### src/rtl/spi_master_pkg.sv
// Shared types and constants for the SPI master arbiter: descriptor layout,
// transfer-mode encodings and FSM states.
package spi_master_pkg;

    localparam int unsigned DESC_W       = 112;
    localparam int unsigned OFS_ADDR     = 0;
    localparam int unsigned OFS_CMD      = 32;
    localparam int unsigned OFS_DUMMY    = 64;
    localparam int unsigned OFS_DATA_LEN = 80;
    localparam int unsigned OFS_ADDR_LEN = 96;
    localparam int unsigned OFS_CMD_LEN  = 102;
    localparam int unsigned OFS_CS       = 108;
    localparam int unsigned OFS_MODE     = 110;

    typedef enum logic [1:0] {
        MODE_RD  = 2'b00,
        MODE_WR  = 2'b01,
        MODE_QRD = 2'b10,
        MODE_QWR = 2'b11
    } mode_e;

    typedef enum logic [1:0] {
        ST_IDLE  = 2'd0,
        ST_ISSUE = 2'd1,
        ST_WAIT  = 2'd2,
        ST_DONE  = 2'd3
    } state_e;

    // Field order matches the packed descriptor, MSB first
    typedef struct packed {
        mode_e       mode;
        logic [1:0]  cs;
        logic [5:0]  cmd_len;
        logic [5:0]  addr_len;
        logic [15:0] data_len;
        logic [15:0] dummy;
        logic [31:0] cmd;
        logic [31:0] addr;
    } desc_t;

    function automatic logic [3:0] cs_onehot(input logic [1:0] cs);
        return 4'b0001 << cs;
    endfunction

endpackage

### src/rtl/spi_rr_arb.sv
// Round-robin winner selection: first set request at or after ptr, wrapping.
module spi_rr_arb
    import spi_master_pkg::*;
#(
    parameter int unsigned N_REQ = 4,
    parameter int unsigned PTR_W = 2
) (
    input  logic [N_REQ-1:0] req,
    input  logic [PTR_W-1:0] ptr,
    output logic [N_REQ-1:0] gnt
);

    logic w_found;

    always_comb begin
        gnt     = '0;
        w_found = 1'b0;
        for (int unsigned i = 0; i < N_REQ; i++) begin
            for (int unsigned k = 0; k < N_REQ; k++) begin
                if (!w_found && req[k] && (k == ((32'(ptr) + i) % N_REQ))) begin
                    gnt[k]  = 1'b1;
                    w_found = 1'b1;
                end
            end
        end
    end

endmodule

### src/rtl/spi_master_arbiter.sv
// Arbitrates N_REQ descriptor requesters onto one SPI controller, issues the
// start strobe, and guards each transfer with an optional watchdog.
module spi_master_arbiter
    import spi_master_pkg::*;
#(
    parameter int unsigned N_REQ = 4,
    parameter int unsigned TMO_W = 16
) (
    input  logic                    HCLK,
    input  logic                    HRESETn,
    input  logic [N_REQ-1:0]        req_i,
    input  logic [N_REQ*DESC_W-1:0] req_desc_i,
    input  logic [TMO_W-1:0]        tmo_i,
    input  logic                    eot_i,
    output logic [N_REQ-1:0]        gnt_o,
    output logic [N_REQ-1:0]        done_o,
    output logic [N_REQ-1:0]        err_o,
    output logic                    busy_o,
    output logic [31:0]             spi_cmd,
    output logic [31:0]             spi_addr,
    output logic [5:0]              spi_cmd_len,
    output logic [5:0]              spi_addr_len,
    output logic [15:0]             spi_data_len,
    output logic [15:0]             spi_dummy_rd,
    output logic [15:0]             spi_dummy_wr,
    output logic [3:0]              spi_csreg,
    output logic                    spi_rd,
    output logic                    spi_wr,
    output logic                    spi_qrd,
    output logic                    spi_qwr,
    output logic                    spi_swrst
);

    localparam int unsigned PTR_W = 2;

    state_e             r_state;
    logic [PTR_W-1:0]   r_rr_ptr;
    logic [PTR_W-1:0]   r_owner;
    logic [TMO_W-1:0]   r_wdog;

    logic [N_REQ-1:0]   w_gnt;
    logic [PTR_W-1:0]   w_win_idx;
    desc_t              w_desc;
    logic               w_tmo_hit;

    spi_rr_arb #(
        .N_REQ (N_REQ),
        .PTR_W (PTR_W)
    ) u_rr_arb (
        .req (req_i),
        .ptr (r_rr_ptr),
        .gnt (w_gnt)
    );

    // Mux the winner's descriptor and encode its index
    always_comb begin
        w_desc    = '0;
        w_win_idx = '0;
        for (int unsigned k = 0; k < N_REQ; k++) begin
            if (w_gnt[k]) begin
                w_desc    = desc_t'(req_desc_i[k*DESC_W +: DESC_W]);
                w_win_idx = PTR_W'(k);
            end
        end
    end

    assign w_tmo_hit = (tmo_i != '0) && (r_wdog == (tmo_i - TMO_W'(1)));

    always_ff @(posedge HCLK or negedge HRESETn) begin
        if (!HRESETn) begin
            r_state      <= ST_IDLE;
            r_rr_ptr     <= '0;
            r_owner      <= '0;
            r_wdog       <= '0;
            gnt_o        <= '0;
            done_o       <= '0;
            err_o        <= '0;
            busy_o       <= 1'b0;
            spi_cmd      <= '0;
            spi_addr     <= '0;
            spi_cmd_len  <= '0;
            spi_addr_len <= '0;
            spi_data_len <= '0;
            spi_dummy_rd <= '0;
            spi_dummy_wr <= '0;
            spi_csreg    <= '0;
            spi_rd       <= 1'b0;
            spi_wr       <= 1'b0;
            spi_qrd      <= 1'b0;
            spi_qwr      <= 1'b0;
            spi_swrst    <= 1'b0;
        end else begin
            case (r_state)
                ST_IDLE: begin
                    if (|req_i) begin
                        r_state      <= ST_ISSUE;
                        r_owner      <= w_win_idx;
                        gnt_o        <= w_gnt;
                        busy_o       <= 1'b1;
                        spi_cmd      <= w_desc.cmd;
                        spi_addr     <= w_desc.addr;
                        spi_cmd_len  <= w_desc.cmd_len;
                        spi_addr_len <= w_desc.addr_len;
                        spi_data_len <= w_desc.data_len;
                        spi_dummy_rd <= w_desc.dummy;
                        spi_dummy_wr <= w_desc.dummy;
                        spi_csreg    <= cs_onehot(w_desc.cs);
                        // Strobe registers rise with the grant so they are high exactly during ISSUE
                        spi_rd       <= (w_desc.mode == MODE_RD);
                        spi_wr       <= (w_desc.mode == MODE_WR);
                        spi_qrd      <= (w_desc.mode == MODE_QRD);
                        spi_qwr      <= (w_desc.mode == MODE_QWR);
                    end
                end
                ST_ISSUE: begin
                    spi_rd  <= 1'b0;
                    spi_wr  <= 1'b0;
                    spi_qrd <= 1'b0;
                    spi_qwr <= 1'b0;
                    r_wdog  <= '0;
                    r_state <= ST_WAIT;
                end
                ST_WAIT: begin
                    if (eot_i) begin
                        done_o  <= gnt_o;
                        r_state <= ST_DONE;
                    end else if (w_tmo_hit) begin
                        err_o     <= gnt_o;
                        spi_swrst <= 1'b1;
                        r_state   <= ST_DONE;
                    end else if (r_wdog != '1) begin
                        r_wdog <= r_wdog + TMO_W'(1);
                    end
                end
                ST_DONE: begin
                    done_o    <= '0;
                    err_o     <= '0;
                    spi_swrst <= 1'b0;
                    gnt_o     <= '0;
                    busy_o    <= 1'b0;
                    r_rr_ptr  <= (32'(r_owner) == (N_REQ - 1)) ? '0 : r_owner + PTR_W'(1);
                    r_state   <= ST_IDLE;
                end
                default: r_state <= ST_IDLE;
            endcase
        end
    end

endmodule

### config.mk
export PLATFORM = sky130hd
export DESIGN_NAME = spi_master_arbiter
export DESIGN_NICKNAME = d
export VERILOG_FILES = /design/src/rtl/spi_master_pkg.sv /design/src/rtl/spi_rr_arb.sv /design/src/rtl/spi_master_arbiter.sv
export SDC_FILE = /design/constraint.sdc
export NUM_CORES = 1
export LEC_CHECK = 0
export CORE_AREA = 2 2 243 245
export CTS_CLUSTER_DIAMETER = 120
export DETAILED_ROUTE_END_ITERATION = 6
export DIE_AREA = 0 0 245 247
export PLACE_DENSITY_LB_ADDON = 0.1
export SLEW_MARGIN = 10
export SYNTH_ARGS = -nofsm -noshare
export SYNTH_HDL_FRONTEND = slang
export SYNTH_HIERARCHICAL = 1
export SYNTH_SLANG_ARGS = --single-unit
### constraint.sdc
create_clock -name HCLK -period 3.12 [get_ports HCLK]
set_clock_uncertainty 0.15 [all_clocks]
set_input_delay 0.624 -clock HCLK [delete_from_list [all_inputs] [get_ports HCLK]]
set_output_delay 0.624 -clock HCLK [all_outputs]
set_load 0.005 [all_outputs]
==> metrics.txt <==
die outline width=245 µm; Final Total Pwr=11.9 mW; total via count after detailed routing=11.2k; slack of the worst reg-to-reg path=0.19 ns; startpoint of the lowest-slack hold path=spi_addr[11]$_DFFE_PN0P_; clock input transition at the sequential cells of the worst setup and hold paths=0.07 ns; HP Class=register to register; Buffers & Inverters on Critical Path=3; antenna violations before repair=7; number of nets produced by synthesis=1578; category of the critical setup timing path=input port to register; final wirelength=54400 µm; Initial Util=0.160; Detail Placement HPWL=44300 µm; hold-critical path depth=2; total of endpoints with negative setup slack in the final report=0; endpoint of the worst-slack reg-to-reg timing path=r_wdog[7]$_DFFE_PN0P_; share of the clock period used by the worst path=0.981; count of yosys warnings during synthesis=6; part of the Yosys area used for sequential elements=0.409; data required time of the critical path=3.34 ns; TritonCTS clock tree=yes; io pins=617; area growth from synthesis to layout=91.4%; slew at the pin closest to its max-slew limit=0.769 ns; final design instance area without fill=17800 µm²; worst-case clock buffer depth=2; vias in the first global route=11.3k; DRC Markers=0; maximum single-stage delay on the critical path=0.56 ns; maximum number of pins on one net before global-route repair=89; worst voltage drop across the vdd grid=429 µV; final hold violations=0; H-tree levels=4; WL per Instance=21.5 µm; count of buffers from port buffering=616; antenna viol nets, final=0; number of maximum-capacitance violations=0; placer congestion estimate=0.829; hold worst-path end=spi_addr[11]$_DFFE_PN0P_; Fmax achieved=327 MHz; die height=247 µm; Tot GR Track Use=0.175; minimum clock period=3.06 ns; die area=60500 µm²; worst reg2reg path startpoint=r_wdog[6]$_DFFE_PN0P_; number of register bits inferred by synthesis=152; detailed-routing iteration count for the pre-antenna-repair pass=5; leakage component of the power=7.00 nW; proportion of synthesized flip-flops having asynchronous set or reset=1.00; proportion of layout cells with a drive suffix above 1=0.100; power density over cell area=670 nW/µm²; cell with the largest stage delay on the worst path=sky130_fd_sc_hd__or4_4; Critical Path Start Type=input port; Site Rows=89; net total in the final layout=2212; latest clock arrival within the worst-skew pair=0.48 ns; post-synthesis instance total=1099; total standard cell area after synthesis=9310 µm²; final global-route overflow total=0; count of unique library cells instantiated by Yosys=54; first-pass GRT wire length=77000 µm; number of sinks driven by the clock tree=152; clock buffers created by TritonCTS=17; top fanout value on the critical path=6; number of cells traversed by the worst register-to-register path=8; syn_area_per_cell=8.47 µm²; root buffer cell=sky130_fd_sc_hd__clkbuf_16; most instantiated flip-flop cell in the synthesis netlist=sky130_fd_sc_hd__dfrtp_1; number of instances in the placed design=2479; capturing element type of the critical path=register; fill cell instance count of the final layout=6232; result of the run=completed; standard cell core area=58200 µm²; post-route non-filler standard cell count=2524; number of flops mapped to enable cells by yosys=0; list of cells traversed by the critical path=dlygate4sd2_1 -> nor3_2 -> nand4_1 -> or4b_1 -> o211a_1 -> or4_4 -> o21ai_4 -> buf_6 -> buf_12 -> nand2_4 -> mux2_4; First DRT Iteration DRCs=591; post-detailed-placement cell area=17100 µm²; cell type group with the largest total delay on the critical path=simple AND/OR/NAND/NOR gates; number of vias per cell=4.43; critical path arrival=3.28 ns; WHS=0.327 ns; Worst slew margin=0.487; max-slew violation count=0
[synth_stat cells (15+ instances only)]
library cell,n,area share
sky130_fd_sc_hd__nand3_1,18,0.0097
sky130_fd_sc_hd__nand2_1,149,0.060
sky130_fd_sc_hd__a221oi_1,112,0.11
sky130_fd_sc_hd__o31ai_1,17,0.014
sky130_fd_sc_hd__buf_4,16,0.013
sky130_fd_sc_hd__nor2_1,128,0.052
sky130_fd_sc_hd__o21ai_0,126,0.068
sky130_fd_sc_hd__clkbuf_1,94,0.038
sky130_fd_sc_hd__a21oi_1,15,0.0081
sky130_fd_sc_hd__a22oi_1,111,0.090
sky130_fd_sc_hd__dfrtp_1,152,0.41
sky130_fd_sc_hd__xnor2_1,16,0.015
[power by group]
part	total (mW)	leakage, nW	switching (mW)	internal, mW
registers	3.20	1.99	0.522	2.68
clock network	2.19	0.283	0.948	1.24
logic	6.55	4.73	3.17	3.38
[worst reg2reg max path, stage by stage (launching register included)]
cell                      delay (ns)
sky130_fd_sc_hd__dfrtp_1        0.47
sky130_fd_sc_hd__and4_1         0.24
sky130_fd_sc_hd__and3_1         0.23
sky130_fd_sc_hd__and2_1         0.18
sky130_fd_sc_hd__and3_1         0.20
sky130_fd_sc_hd__and3_1         0.23
sky130_fd_sc_hd__and3_1         0.43
sky130_fd_sc_hd__or4_1          0.58
sky130_fd_sc_hd__a21oi_1        0.16
[worst max path at each step]
| stage | from | to | slack (ns) | cells after the start |
|---|---|---|---|---|
| floorplan | tmo_i[9] | r_state[1]$_DFFE_PN0P_ | -0.03 | 10 |
| global placement | tmo_i[0] | r_state[1]$_DFFE_PN0P_ | -0.60 | 10 |
| detailed placement | tmo_i[0] | r_state[1]$_DFFE_PN0P_ | -0.62 | 10 |
| CTS | tmo_i[4] | r_wdog[13]$_DFFE_PN0P_ | -0.01 | 10 |
| global route | tmo_i[5] | r_state[1]$_DFFE_PN0P_ | -0.02 | 11 |
| finish | tmo_i[5] | r_state[1]$_DFFE_PN0P_ | 0.06 | 11 |
[through the flow]
step	utilization	TNS (ns)	setup slack, ns
finish	0.306	0	0.0584
global route	0.306	-0.0387	-0.0201
CTS	0.304	-0.0220	-0.00998
detailed placement	0.293	-20.21	-0.624
global placement	0.293	-18.03	-0.602
floorplan	-	-0.0307	-0.0307
[logic make-up after synthesis]
kind of cell               count (synthesis)  share of synthesized area
buffers and inverters                    129                     0.0602
AOI/OAI and AO/OA                        418                      0.318
xor gates and xnor gates                  20                     0.0188
DFF                                      152                      0.409
and+or+nand+nor                          363                      0.173
adders and majority gates                  8                     0.0108
muxes                                      9                     0.0104
[cell usage in the layout, fill, tap and decap left out, types with 3 or more instances in the layout]
master                            netlist  layout
sky130_fd_sc_hd__or4_1                 11       9
sky130_fd_sc_hd__buf_6                  2       6
sky130_fd_sc_hd__dfrtp_1              152     152
sky130_fd_sc_hd__nor3_1                11       9
sky130_fd_sc_hd__nor2b_1                9       8
sky130_fd_sc_hd__buf_12                 0      23
sky130_fd_sc_hd__o21ai_0              126     126
sky130_fd_sc_hd__and3_1                 7       6
sky130_fd_sc_hd__dlymetal6s2s_1         0       4
sky130_fd_sc_hd__clkbuf_8               0       3
sky130_fd_sc_hd__a31oi_1                5       5
sky130_fd_sc_hd__nand2b_1               5       4
sky130_fd_sc_hd__clkbuf_2               1       4
sky130_fd_sc_hd__a22o_1                 4       4
sky130_fd_sc_hd__a21oi_1               15      15
sky130_fd_sc_hd__clkdlybuf4s50_1        0     603
sky130_fd_sc_hd__clkbuf_16              0      18
sky130_fd_sc_hd__nand4_1               10      10
sky130_fd_sc_hd__a22oi_1              111     110
sky130_fd_sc_hd__mux2i_1                7       7
sky130_fd_sc_hd__inv_1                 11       9
sky130_fd_sc_hd__or4_4                  2       4
sky130_fd_sc_hd__o31ai_1               17      17
sky130_fd_sc_hd__nand3_1               18      18
sky130_fd_sc_hd__dlygate4sd2_1          0       3
sky130_fd_sc_hd__diode_2                0       5
sky130_fd_sc_hd__nor2_1               128     127
sky130_fd_sc_hd__a221o_1                3       3
sky130_fd_sc_hd__clkinvlp_4             0       3
sky130_fd_sc_hd__xnor2_1               16      16
sky130_fd_sc_hd__o211a_1                3       3
sky130_fd_sc_hd__xor2_1                 4       4
sky130_fd_sc_hd__o211ai_1               8       8
sky130_fd_sc_hd__ha_1                   8       7
sky130_fd_sc_hd__buf_4                 16      86
sky130_fd_sc_hd__nand2_1              149     149
sky130_fd_sc_hd__a221oi_1             112     112
[flip-flops by register name, summed over array words and instances (netlist names), 2 cells and up]
| register | flops |
|---|---|
| spi_data_len | 16 |
| r_state | 2 |
| r_wdog | 16 |
| err_o | 4 |
| spi_addr | 32 |
| spi_cmd_len | 6 |
| gnt_o | 4 |
| spi_addr_len | 6 |
| spi_dummy_wr | 16 |
| r_rr_ptr | 2 |
| spi_csreg | 4 |
| spi_cmd | 32 |
| done_o | 4 |
| r_owner | 2 |
[area by class of cell]
class | count | area, µm² | share of cell area
Antenna cell | 5 | 12.5 | 0.000702
Clock buffer | 22 | 474 | 0.0266
Clock inverter | 10 | 119 | 0.00667
Inverter | 11 | 41.3 | 0.00232
Multi-Input combinational cell | 818 | 5020 | 0.282
Sequential cell | 152 | 3800 | 0.213
Tap cell | 773 | 967 | 0.0543
Timing Repair Buffer | 733 | 7380 | 0.414
[routing by layer]
metal | track usage | wire [µm]
met5 | 0 | 34
met4 | 0.0633 | 1210
met3 | 0.0521 | 3360
met2 | 0.307 | 28200
met1 | 0.201 | 21500
[what timing repair did]
item	CTS	global route
pin swaps	8	8
endpoints found under the hold margin	49	0
hold buffers	1	0
setup endpoints to repair	11	17
gates cloned	1	1
setup buffers	1	4
resized for setup	11	26
Power figures use the tool's default switching activity.
